$ cat src/rtl/edge_window_pkg.sv
// ---------------------------------------------------------------------------
// edge_window_pkg
// Shared definitions for the edge-window sequencer:
//   - state_t   : FSM states of edge_window_ctrl (IDLE, RUN)
//   - EDGE_FELL : edge_sel encoding for a 1->0 check ($fell)
//   - EDGE_ROSE : edge_sel encoding for a 0->1 check ($rose)
//   - CW_DEFAULT / SW_DEFAULT : default counter and statistics widths
// ---------------------------------------------------------------------------
package edge_window_pkg;

  localparam int CW_DEFAULT = 8;
  localparam int SW_DEFAULT = 16;

  localparam logic EDGE_FELL = 1'b0;
  localparam logic EDGE_ROSE = 1'b1;

  typedef enum logic {
    IDLE = 1'b0,
    RUN  = 1'b1
  } state_t;

endpackage

$ cat src/rtl/edge_window_det.sv
// ---------------------------------------------------------------------------
// edge_window_det
// Sampled-value edge detector. Keeps the previous sample of the monitored
// signal and flags a fell or rose edge between that sample and the current
// one, selected by the (already latched) edge_sel.
// Ports:
//   i_clk      : clock, posedge
//   i_rst      : synchronous active-high reset
//   i_sig_in   : monitored signal
//   i_edge_sel : EDGE_FELL or EDGE_ROSE
//   o_edge     : combinational edge flag for the current cycle
// ---------------------------------------------------------------------------
module edge_window_det
  import edge_window_pkg::*;
(
  input  logic i_clk,
  input  logic i_rst,
  input  logic i_sig_in,
  input  logic i_edge_sel,
  output logic o_edge
);

  logic r_prev;
  logic w_fell;
  logic w_rose;

  // The previous sample is refreshed every cycle. That covers both the
  // capture at window start and the per-cycle update while running, and it
  // keeps tracking through ignored early edges so a later edge can still hit.
  always_ff @(posedge i_clk) begin
    if (i_rst) begin
      r_prev <= 1'b0;
    end else begin
      r_prev <= i_sig_in;
    end
  end

  assign w_fell = r_prev & ~i_sig_in;
  assign w_rose = ~r_prev & i_sig_in;

  // Pick the edge polarity the current window is checking for.
  always_comb begin
    o_edge = 1'b0;
    case (i_edge_sel)
      EDGE_FELL: o_edge = w_fell;
      EDGE_ROSE: o_edge = w_rose;
      default:   o_edge = 1'b0;
    endcase
  end

endmodule

$ cat src/rtl/edge_window_ctrl.sv
// ---------------------------------------------------------------------------
// edge_window_ctrl
// Sequencer for checks of the form "edge of sig_in within ##[min:max] after
// start". A start pulse in IDLE arms a window; each RUN cycle the cycle index
// advances and the selected edge is evaluated. One verdict per window, with
// saturating pass/fail statistics.
// Build option:
//   EDGE_WINDOW_EARLY_FAIL_EN : an edge before the window opens fails the
//                               window instead of being ignored.
// Ports:
//   i_clk, i_rst      : clock (posedge), synchronous active-high reset
//   i_start, i_abort  : arm window (IDLE only) / cancel window, no verdict
//   i_edge_sel        : 0 = fell, 1 = rose, latched at start
//   i_cfg_min/max     : window bounds in cycles, latched at start
//   i_sig_in          : monitored signal
//   o_busy            : window running
//   o_done            : one-cycle verdict strobe
//   o_pass/o_fail     : verdict
//   o_cfg_err         : verdict caused by a bad configuration
//   o_hit_k           : index of the passing edge, 0 on fail
//   o_pass_cnt/o_fail_cnt : saturating statistics
// ---------------------------------------------------------------------------
module edge_window_ctrl
  import edge_window_pkg::*;
#(
  parameter int CW = CW_DEFAULT,
  parameter int SW = SW_DEFAULT
) (
  input  logic          i_clk,
  input  logic          i_rst,
  input  logic          i_start,
  input  logic          i_abort,
  input  logic          i_edge_sel,
  input  logic [CW-1:0] i_cfg_min,
  input  logic [CW-1:0] i_cfg_max,
  input  logic          i_sig_in,
  output logic          o_busy,
  output logic          o_done,
  output logic          o_pass,
  output logic          o_fail,
  output logic          o_cfg_err,
  output logic [CW-1:0] o_hit_k,
  output logic [SW-1:0] o_pass_cnt,
  output logic [SW-1:0] o_fail_cnt
);

  state_t        r_state;
  state_t        w_stateNext;

  logic          r_edgeSel;
  logic [CW-1:0] r_min;
  logic [CW-1:0] r_max;
  logic [CW-1:0] r_k;

  logic          r_done;
  logic          r_pass;
  logic          r_fail;
  logic          r_cfgErr;
  logic [CW-1:0] r_hitK;
  logic [SW-1:0] r_passCnt;
  logic [SW-1:0] r_failCnt;

  logic [CW-1:0] w_minEff;
  logic          w_cfgBad;
  logic [CW-1:0] w_kNext;
  logic          w_edge;

  logic          w_accept;
  logic          w_decide;
  logic          w_passV;
  logic          w_failV;
  logic          w_cfgErrV;
  logic [CW-1:0] w_hitV;

  // A minimum of 0 means "from the first cycle", so it is treated as 1.
  assign w_minEff = (i_cfg_min == '0) ? CW'(1) : i_cfg_min;
  assign w_cfgBad = (w_minEff > i_cfg_max) || (i_cfg_max == '0);
  assign w_kNext  = r_k + CW'(1);

  edge_window_det u_det (
    .i_clk      (i_clk),
    .i_rst      (i_rst),
    .i_sig_in   (i_sig_in),
    .i_edge_sel (r_edgeSel),
    .o_edge     (w_edge)
  );

  // State register for the IDLE/RUN sequencer.
  always_ff @(posedge i_clk) begin
    if (i_rst) begin
      r_state <= IDLE;
    end else begin
      r_state <= w_stateNext;
    end
  end

  // Next-state and verdict decode. Abort wins over both start and any
  // decision in the same cycle. A bad configuration is judged right away at
  // the start edge without entering RUN. Because min <= max is guaranteed in
  // RUN, an early edge can never coincide with the timeout index.
  always_comb begin
    w_stateNext = r_state;
    w_accept    = 1'b0;
    w_decide    = 1'b0;
    w_passV     = 1'b0;
    w_failV     = 1'b0;
    w_cfgErrV   = 1'b0;
    w_hitV      = '0;
    case (r_state)
      IDLE: begin
        if (i_start && !i_abort) begin
          w_accept = 1'b1;
          if (w_cfgBad) begin
            w_decide  = 1'b1;
            w_failV   = 1'b1;
            w_cfgErrV = 1'b1;
          end else begin
            w_stateNext = RUN;
          end
        end
      end
      RUN: begin
        if (i_abort) begin
          w_stateNext = IDLE;
        end else if (w_edge && (w_kNext >= r_min)) begin
          w_decide = 1'b1;
          w_passV  = 1'b1;
          w_hitV   = w_kNext;
        end else if (w_kNext == r_max) begin
          w_decide = 1'b1;
          w_failV  = 1'b1;
`ifdef EDGE_WINDOW_EARLY_FAIL_EN
        end else if (w_edge) begin
          w_decide = 1'b1;
          w_failV  = 1'b1;
`endif
        end
        if (w_decide) begin
          w_stateNext = IDLE;
        end
      end
      default: w_stateNext = IDLE;
    endcase
  end

  // Window configuration, cycle index, verdict registers and statistics.
  // Verdict fields only change on a decision so they hold between windows;
  // the counters stop at all-ones instead of wrapping.
  always_ff @(posedge i_clk) begin
    if (i_rst) begin
      r_edgeSel <= EDGE_FELL;
      r_min     <= '0;
      r_max     <= '0;
      r_k       <= '0;
      r_done    <= 1'b0;
      r_pass    <= 1'b0;
      r_fail    <= 1'b0;
      r_cfgErr  <= 1'b0;
      r_hitK    <= '0;
      r_passCnt <= '0;
      r_failCnt <= '0;
    end else begin
      r_done <= w_decide;
      if (w_accept) begin
        r_edgeSel <= i_edge_sel;
        r_min     <= w_minEff;
        r_max     <= i_cfg_max;
        r_k       <= '0;
      end else if (r_state == RUN) begin
        r_k <= w_kNext;
      end
      if (w_decide) begin
        r_pass   <= w_passV;
        r_fail   <= w_failV;
        r_cfgErr <= w_cfgErrV;
        r_hitK   <= w_hitV;
        if (w_passV && (r_passCnt != '1)) begin
          r_passCnt <= r_passCnt + SW'(1);
        end
        if (w_failV && (r_failCnt != '1)) begin
          r_failCnt <= r_failCnt + SW'(1);
        end
      end
    end
  end

  assign o_busy     = (r_state == RUN);
  assign o_done     = r_done;
  assign o_pass     = r_pass;
  assign o_fail     = r_fail;
  assign o_cfg_err  = r_cfgErr;
  assign o_hit_k    = r_hitK;
  assign o_pass_cnt = r_passCnt;
  assign o_fail_cnt = r_failCnt;

endmodule

$ cat config.mk
export PLATFORM = sky130hd
export DESIGN_NAME = edge_window_ctrl
export DESIGN_NICKNAME = d
export VERILOG_FILES = /design/src/rtl/edge_window_pkg.sv /design/src/rtl/edge_window_det.sv /design/src/rtl/edge_window_ctrl.sv
export SDC_FILE = /design/constraint.sdc
export NUM_CORES = 1
export LEC_CHECK = 0
export CAP_MARGIN = 20
export CORE_MARGIN = 3
export CORE_UTILIZATION = 30
export DETAILED_ROUTE_END_ITERATION = 10
export MAX_ROUTING_LAYER = met4
export PLACE_DENSITY = 0.52
export SYNTH_ARGS = -nofsm -noshare
export SYNTH_HDL_FRONTEND = slang
export SYNTH_SLANG_ARGS = --single-unit
$ cat constraint.sdc
create_clock -name i_clk -period 3.6 [get_ports i_clk]
set_clock_uncertainty 0.2 [all_clocks]
set_input_delay 0.54 -clock i_clk [delete_from_list [all_inputs] [get_ports i_clk]]
set_output_delay 0.54 -clock i_clk [all_outputs]
set_load 0.005 [all_outputs]
# After elaboration in Yosys (flattened, before gate mapping)
# Index checks and enable logic that the tools add are counted.
# word_totals
regBits	71
inputBits	22
output_inout_bits	45
wordCells	64
# classes
n_addsub	3
order_cmp	2
n_eq_ne	3
n_mux	26
n_bitwise	6
reduce_logical	11
# ops
op	count
adder 16 x 1 -> 16 bit, second input constant	2
two-way mux 8 bit	4
!= test 16 bit, second input constant	2
two-way mux 1 bit	18
logical NOT 8 bit	2
adder 8 x 1 -> 8 bit, second input constant	1
equality test 8 bit	1
>= comparator 8 bit	1
> comparator 8 bit	1
one-hot mux 1 bit (2 select lines)	4
logical AND 1 bit	4
NOT 1 bit	4
AND reduction 2 bit	2
AND 1 bit	2
OR reduction 2 bit	1
logical NOT 1 bit	1
logical OR 1 bit	1

# Longest topological paths before layout
# Gate-level depths: netlist of the first run.
# depth
depth_word	9
depth_mapped	13

# By module
# From an unflattened synthesis of the first run, not the netlist that was laid out.
# unflattened
hier_cells	456
hier_area_um2	3771.1
# by_module_without_submodules
mod	n_inst	cells_each	area_per_inst_um2	seq_area_each_um2
edge_window_ctrl	1	451	3722.3	1401.3
edge_window_det	1	5	48.8	20.0

# Least setup slack after synthesis of the first run
# No wires, ideal clock.
# synth_path
path_type	register to register
startpoint	register r_k[1]
endpoint	register r_failCnt[11] (netlist: o_fail_cnt[11])
setup_ps	71
t_arrival_ps	2959
setup_slack_ps	370
path_stages_with_launch	13
n_path_buf	0
synth_period_minus_slack_ps	3230
path_cell_list	dfxtp_1 ha_1 nand3_2 nor2_1 xor2_1 ha_1 o21a_1 a21oi_1 o31ai_1 a21o_1 o31a_4 or4_1 a21oi_1
# synth_via
elab_chain_cells	8
word_cells_on_any_way	14
classes_between	1 x add/sub; 1 x order compare; 1 x eq/ne; 8 x mux; 3 x reduce/logical
# synth_lines
item	line_no	source
from (decl)	edge_window_ctrl.sv:53	logic [CW-1:0] r_k;
from (signal assigned)	edge_window_ctrl.sv:170	r_k <= w_kNext;
adder 8 x 1 -> 8 bit (*)	edge_window_ctrl.sv:78	assign w_kNext = r_k + CW'(1);
net w_kNext[6]	edge_window_ctrl.sv:65	logic [CW-1:0] w_kNext;
>= comparator 8 bit or equality test 8 bit (tied branches)	edge_window_ctrl.sv:125, edge_window_ctrl.sv:129	
logical AND 1 bit or two-way mux 1 bit (tied branches)	edge_window_ctrl.sv:125, edge_window_ctrl.sv:129	
two-way mux 1 bit	edge_window_ctrl.sv:125	end else if (w_edge && (w_kNext >= r_min)) begin
two-way mux 1 bit	edge_window_ctrl.sv:123	if (i_abort) begin
two-way mux 1 bit or one-hot mux 1 bit (2 select lines) (tied branches)	edge_window_ctrl.sv:109	case (r_state)
one-hot mux 1 bit (2 select lines) or logical AND 1 bit (tied branches)	edge_window_ctrl.sv:109, edge_window_ctrl.sv:180	
AND reduction 2 bit (no source line) (*)	-	
to (signal assigned)	edge_window_ctrl.sv:181	r_failCnt <= r_failCnt + SW'(1);
to (decl)	edge_window_ctrl.sv:61	logic [SW-1:0] r_failCnt;
# Mark *: on every way through the listed nets, which the timed path passes. The rest lies on a longest branch. The select of a mux whose other input is x is not followed.
# A chain may end at the register's enable or synchronous reset.

# Final worst setup path of the first run
# layout_path
startpoint	register r_k[2]
endpoint	register r_failCnt[11] (netlist: o_fail_cnt[11])
# Same word-level chain as after synthesis.

==> impl_metrics.toml, run 1 <==
[worst_setup_path]
worstPathRequired_ns = 3.67
crit_type = "reg -> reg"
cp.buffers_inverters = 0
cp-end-kind = "flip-flop"
cp-start-kind = "flip-flop"
worst-endpoint-arrival_ns = 3.50
critPathTopFamily = "compound AO/OA/AOI/OAI gates"
crit_path_cell_trace = "nand3_2 > nor3_2 > xor2_2 > ha_1 > o21a_1 > a21oi_1 > o31ai_2 > a21o_1 > o31a_4 > or4_1 > a21oi_1"
cp_max_fo = 9
critPathMostFrequentCell = "a21oi_1"
worst_path_max_delay_cell = "or4_1"
slowest_delay_ns = 0.48

[clocking]
cts_tree = "yes"
cts.sinks = 71
path_clk_slew_ns = 0.06
root_buffer = "clkbuf_16"
cts.path.max_buffers = 2
cts_resized = 0
h-tree-depth = 3
post_cts_buffers = 0
hold_buffers = 0
cts_buffers = 9
clkLatencyLatePin_ns = 0.34

[finish]
area_delta_synth_final_pct = 32.4
fill_cells = 1312
final_net_count = 590
n_antenna_cell = 0
fin_cells = 725
post_route_cells_drive_above_1_share_pct = 9.95

[synth]
synth-main-ff-cell = "dfxtp_1"
yosysTopAreaCell = "dfxtp_1"
yosysWarningCount = 0
synth_seq_cells = 71
synth_area_per_cell_um2 = 8.18
netlist_instances = 477
synth_area_leaders = "dfxtp_1, ha_1, nand2_1, nor2_1, a21oi_1"
netlist_area_um2 = 3900
synthArstFlopShare_pct = 0
synth_most_common_cell = "dfxtp_1"
ys_seq_area_share_pct = 36.4
yosysTopAreaCellShare_pct = 36.4
syn_nets = 518
synth_common_cells = "dfxtp_1, nand2_1, nor2_1, a21oi_1, inv_1"
synth_edf_count = 0
synth.distinct_cells = 52

[die]
die_height_um = 120
die_w_um = 120
pin_count = 67
dieArea_um2 = 14400
num_rows = 41
start_util_pct = 30.8
fp.coreArea_um2 = 12700

[job]
drv_cap = 0

[detailed_routing]
drc_errors = 0
num_vias = 3617
ant_nets = 0
avgViaCountPerCell = 4.99
wl_mm = 11.0
wl_per_cell_um = 15.2
drtIter0Drc = 160
detail_route.first_pass.iterations = 4

[grt]
grt_usage_pct = 16.4
antenna_found_initial = 0
grt_pass1_vias = 3572
grt_start_max_net_pins = 35
overflow = 0
grt_pass1_wl_mm = 18.4

[timing]
max_freq_mhz = 291
relSlewSlack_pct = 37.3
tightest_slew_ns = 0.937
period_share_pct = 95.3
period_minus_slack_ns = 3.43
slew_viol_final = 0
hold_violations = 0
grt_setup_unrepaired = "false"
setup_violations = 0

[placed_design]
dp_hpwl_mm = 8.00
place_inst = 710
io_buffers = 66
gp_congestion = 0.839

[status]
status = "complete, no violations"

[power_and_ir_drop]
p_total_w = 0.00196
leakage_nw = 1.86
ir_worst_vdd_v = 0.000215
power_density_nw_per_um2 = 380

[worst_hold_path]
hold_class = "reg -> reg"
-- power by group --
group | switching (W) | total (W) | internal (W) | leakage (nW)
Combinational | 0.0000985 | 0.000185 | 0.0000862 | 1.13
Sequential | 0.0000193 | 0.000825 | 0.000805 | 0.576
Clock | 0.000351 | 0.000952 | 0.000601 | 0.151
-- logic make-up after synthesis --
kind of cell | after synthesis | synth area share (%)
AOI/OAI and AO/OA | 88 | 14.6
and+or+nand+nor | 208 | 27.5
muxes | 3 | 0.833
adders and majority gates | 19 | 6.09
buffers and inverters | 53 | 5.54
xor gates and xnor gates | 35 | 9.10
DFF | 71 | 36.4
-- cell usage in the layout, fill, tap and decap left out, types with 3 or more instances in the layout --
| cell type | count |
|---|---|
| dfxtp_2 | 3 |
| nor2_1 | 47 |
| o21ai_0 | 11 |
| nand3b_1 | 8 |
| nand2_1 | 55 |
| buf_4 | 21 |
| or3_1 | 4 |
| o311ai_0 | 4 |
| nor4_1 | 16 |
| inv_1 | 27 |
| nor3_1 | 11 |
| nor2b_1 | 5 |
| clkdlybuf4s50_1 | 65 |
| o22ai_1 | 5 |
| clkbuf_16 | 9 |
| and3_1 | 7 |
| o211ai_1 | 4 |
| nand4_1 | 12 |
| or4_1 | 5 |
| o31ai_1 | 6 |
| a211o_1 | 5 |
| nand3_1 | 14 |
| dfxtp_1 | 68 |
| ha_1 | 19 |
| xnor2_1 | 19 |
| xor2_2 | 3 |
| a21oi_1 | 35 |
| xnor3_1 | 3 |
| nand2b_1 | 10 |
| xor2_1 | 9 |
-- path summary, 6_finish.rpt --
kind,from,to,slack (ns),cells after the start
setup / recovery,r_k[2],o_fail_cnt[11],0.17,11
hold / removal,r_min[3],r_min[3],0.26,2
hold reg to reg,r_min[3],r_min[3],0.26,2
setup reg to reg,r_k[2],o_fail_cnt[11],0.17,11
-- worst min-delay path, delay by kind of cell (launching register included) --
family	cells	cell delay, ns
DFF	1	0.31
and+or+nand+nor	1	0.05
AOI/OAI and AO/OA	1	0.05
-- through the flow --
step	utilization, %	setup slack, ns	area, µm²	TNS, ns	hold WS [ns]
final	40.8	0.169	5170	0	0.259
after global placement	38.0	-0.0268	4820	-0.0268	0.249
after CTS	40.5	0.0372	5130	0	0.260
after detailed placement	38.0	-0.0758	4820	-0.241	0.252
after floorplan	-	0.370	3900	0	0.236
after global routing	40.8	0.00290	5170	0	0.289
-- flip-flops by register name, summed over array words and instances (netlist names), 8 cells and up --
register,flops
o_fail_cnt,16
o_pass_cnt,16
o_hit_k,8
r_k,8
r_max,8
r_min,8
-- routing by layer --
metal | share of wire, % | routed length [µm] | track usage (%) | up-vias
li1 | - | - | - | 1831
met1 | 49 | 5390 | 21.7 | 1693
met4 | 1.3 | 146 | 5.37 | 0
met3 | 4.7 | 518 | 3.25 | 10
met5 | 0 | 0 | - | -
met2 | 45 | 4950 | 25.1 | 83
-- final cells by class --
type | instances | area [µm²] | share of cell area (%)
clock buffers | 9 | 225 | 4.36
inverters | 27 | 101 | 1.96
multi-input cells | 353 | 2300 | 44.5
flip-flops and latches | 71 | 1430 | 27.6
repair buffers | 87 | 813 | 15.7
well taps | 172 | 215 | 4.16
clock inverters | 6 | 86.3 | 1.67
(Power assumes the default switching activity.)
==> run 2: changes to the inputs <==
Settings changed: CORE_UTILIZATION 30 to 55, CTS_BUF_LIST set to sky130_fd_sc_hd__clkbuf_8, PLACE_DENSITY 0.52 to 0.84.
==> run 2 against run 1 <==
  * The flow now finishes with violations (negative setup slack)
  * Critical path depth grew 1
  * Sequential share of layout area up 1.3 points
  * Sequential power about the same
==> impl_metrics.toml, run 2 (synthesis results as in run 1) <==
[detailed_routing]
detail_route.first_pass.iterations = 4
wl_per_cell_um = 15.4
num_vias = 3728
wl_mm = 9.95
drtIter0Drc = 231
ant_nets = 0
avgViaCountPerCell = 5.78
drc_errors = 0

[worst_setup_path]
timing.rr.end = "o_fail_cnt[13]"
critical_path.startpoint = "r_k[0]"
cp-start-kind = "flip-flop"
crit_cells = 12
cp.buffers_inverters = 0
slowest_delay_ns = 0.48
cp_max_fo = 9
worst-endpoint-arrival_ns = 3.69
ff2ff_path_depth = 12
cp-end-kind = "flip-flop"
rr_startpoint = "r_k[0]"
rrSetupSlack_ns = -0.01
crit_path_cell_trace = "ha_1 > nand3_2 > nor2_2 > xor2_2 > ha_1 > o21a_1 > a21oi_1 > o31ai_2 > a21o_1 > o31a_4 > or4_1 > a21oi_1"
critPathTopFamily = "compound AO/OA/AOI/OAI gates"
worstPathRequired_ns = 3.67
crit_type = "reg -> reg"
worst_path_max_delay_cell = "or4_1"
crit_end = "o_fail_cnt[13]"

[die]
pin_count = 67
die_w_um = 90.2
die_height_um = 90.2
num_rows = 30
dieArea_um2 = 8140
start_util_pct = 57.1
fp.coreArea_um2 = 6830

[grt]
grt_start_max_net_pins = 52
antenna_found_initial = 0
overflow = 0
grt_pass1_vias = 3486
grt_usage_pct = 24.7
grt_pass1_wl_mm = 16.1

[power_and_ir_drop]
p_total_w = 0.00164
leakage_nw = 1.80
internal_power_w = 0.00122
swShare_pct = 25.6
p_comb_share_pct = 11.2
seqPwrFrac_pct = 50.0
clockPowerShare_pct = 38.8
power_density_nw_per_um2 = 333
p_sw_w = 0.000421
ir_worst_vdd_v = 0.000239

[timing]
setup_violations = 2
period_minus_slack_ns = 3.61
grt_setup_unrepaired = "true"
hold_violations = 0
setup_ws_ns = -0.0111
period_share_pct = 100
max_freq_mhz = 277
tightest_slew_ns = 0.895
relSlewSlack_pct = 40.1
slew_viol_final = 0

[placed_design]
place_area_um2 = 4670
gp_congestion = 0.925
io_buffers = 66
dp_hpwl_mm = 6.96
place_ws_ns = 0.0245

[finish]
post_route_cells_drive_above_1_share_pct = 9.65
area_delta_synth_final_pct = 26.4
n_antenna_cell = 0
layout_commonest_cell = "dfxtp_1"
fin_area_um2 = 4940
final_util_pct = 72.3
final_net_count = 585
final_cell_mix = "dfxtp_1, clkdlybuf4s50_1, nand2_1"

[clocking]
h-tree-depth = 3
root_buffer = "clkbuf_8"
cts_tree = "yes"
cts_buffers = 9
cts.sinks = 71
clkLatencyLatePin_ns = 0.35
path_clk_slew_ns = 0.07
cts.path.max_buffers = 2

[status]
status = "finished, violations left"
violations = "negative setup slack"

[worst_hold_path]
hold_class = "reg -> reg"

[job]
drv_cap = 0
[run 2: cell types whose count changed in the layout (fill, tap and decap cells not counted)]
cell,delta
a31oi_1,-1
clkbuf_16,-9
nor3_4,+1
nor3_2,-1
buf_4,-5
nor2_2,+1
clkinvlp_4,+1
clkinv_4,-1
nor2_1,-1
a31oi_2,+1
clkinv_2,+1
clkbuf_8,+10
bufinv_16,-1
[run 2: power by group through the flow]
stage          Clock [W]  Combinational [W]  Sequential, W
5_1_grt         0.000683           0.000200       0.000825
4_1_cts         0.000646           0.000178       0.000822
6_report        0.000638           0.000183       0.000823
3_3_place_gp           0           0.000170       0.000840
2_1_floorplan          0           0.000106       0.000835
3_5_place_dp           0           0.000176       0.000840
[run 2: final cells by class]
type / instances / area, µm²
Inverter: 27 / 101
Timing Repair Buffer: 82 / 776
Clock inverter: 6 / 60.1
Tap cell: 96 / 120
Multi-Input combinational cell: 353 / 2320
Sequential cell: 71 / 1430
Fill cell: 552 / 1900
Clock buffer: 10 / 138
[run 2: worst register-to-register path: stages (launching register included)]
cell,delay (ns)
dfxtp_1,0.41
ha_1,0.23
nand3_2,0.12
nor2_2,0.23
xor2_2,0.22
ha_1,0.28
o21a_1,0.18
a21oi_1,0.21
o31ai_2,0.16
a21o_1,0.24
o31a_4,0.42
or4_1,0.48
a21oi_1,0.15
[run 2: timing repair]
item | CTS | global route
buffers inserted | 0 | 2
gates resized for setup | 0 | 12
hold buffers | 0 | 0
setup endpoints to repair | 0 | 13
[run 2: metrics by stage]
step                TNS, ns  std cells  hold WS [ns]
finish              -0.0215        645         0.256
CTS                       0        643         0.258
floorplan                 0        477         0.236
global placement          0        627         0.245
global route         -0.263        645         0.291
detailed placement        0        627         0.247
[run 2: worst min path at each step]
| stage | from | endpoint | depth (start not counted) |
|---|---|---|---|
| floorplan | r_min[1] | r_min[1] | 2 |
| global placement | r_min[4] | r_min[4] | 2 |
| detailed placement | r_min[7] | r_min[7] | 2 |
| CTS | r_min[7] | r_min[7] | 2 |
| global route | o_pass | o_pass | 2 |
| finish | r_min[1] | r_min[1] | 2 |
[run 2: layer usage]
| layer | share of wire [%] | up-vias | track usage, % |
|---|---|---|---|
| met2 | 49 | 110 | 39.5 |
| met3 | 4.8 | 13 | 3.68 |
| li1 | - | 1819 | - |
| met1 | 45 | 1786 | 31.5 |
| met5 | 0 | - | - |
| met4 | 1.7 | 0 | 9.82 |
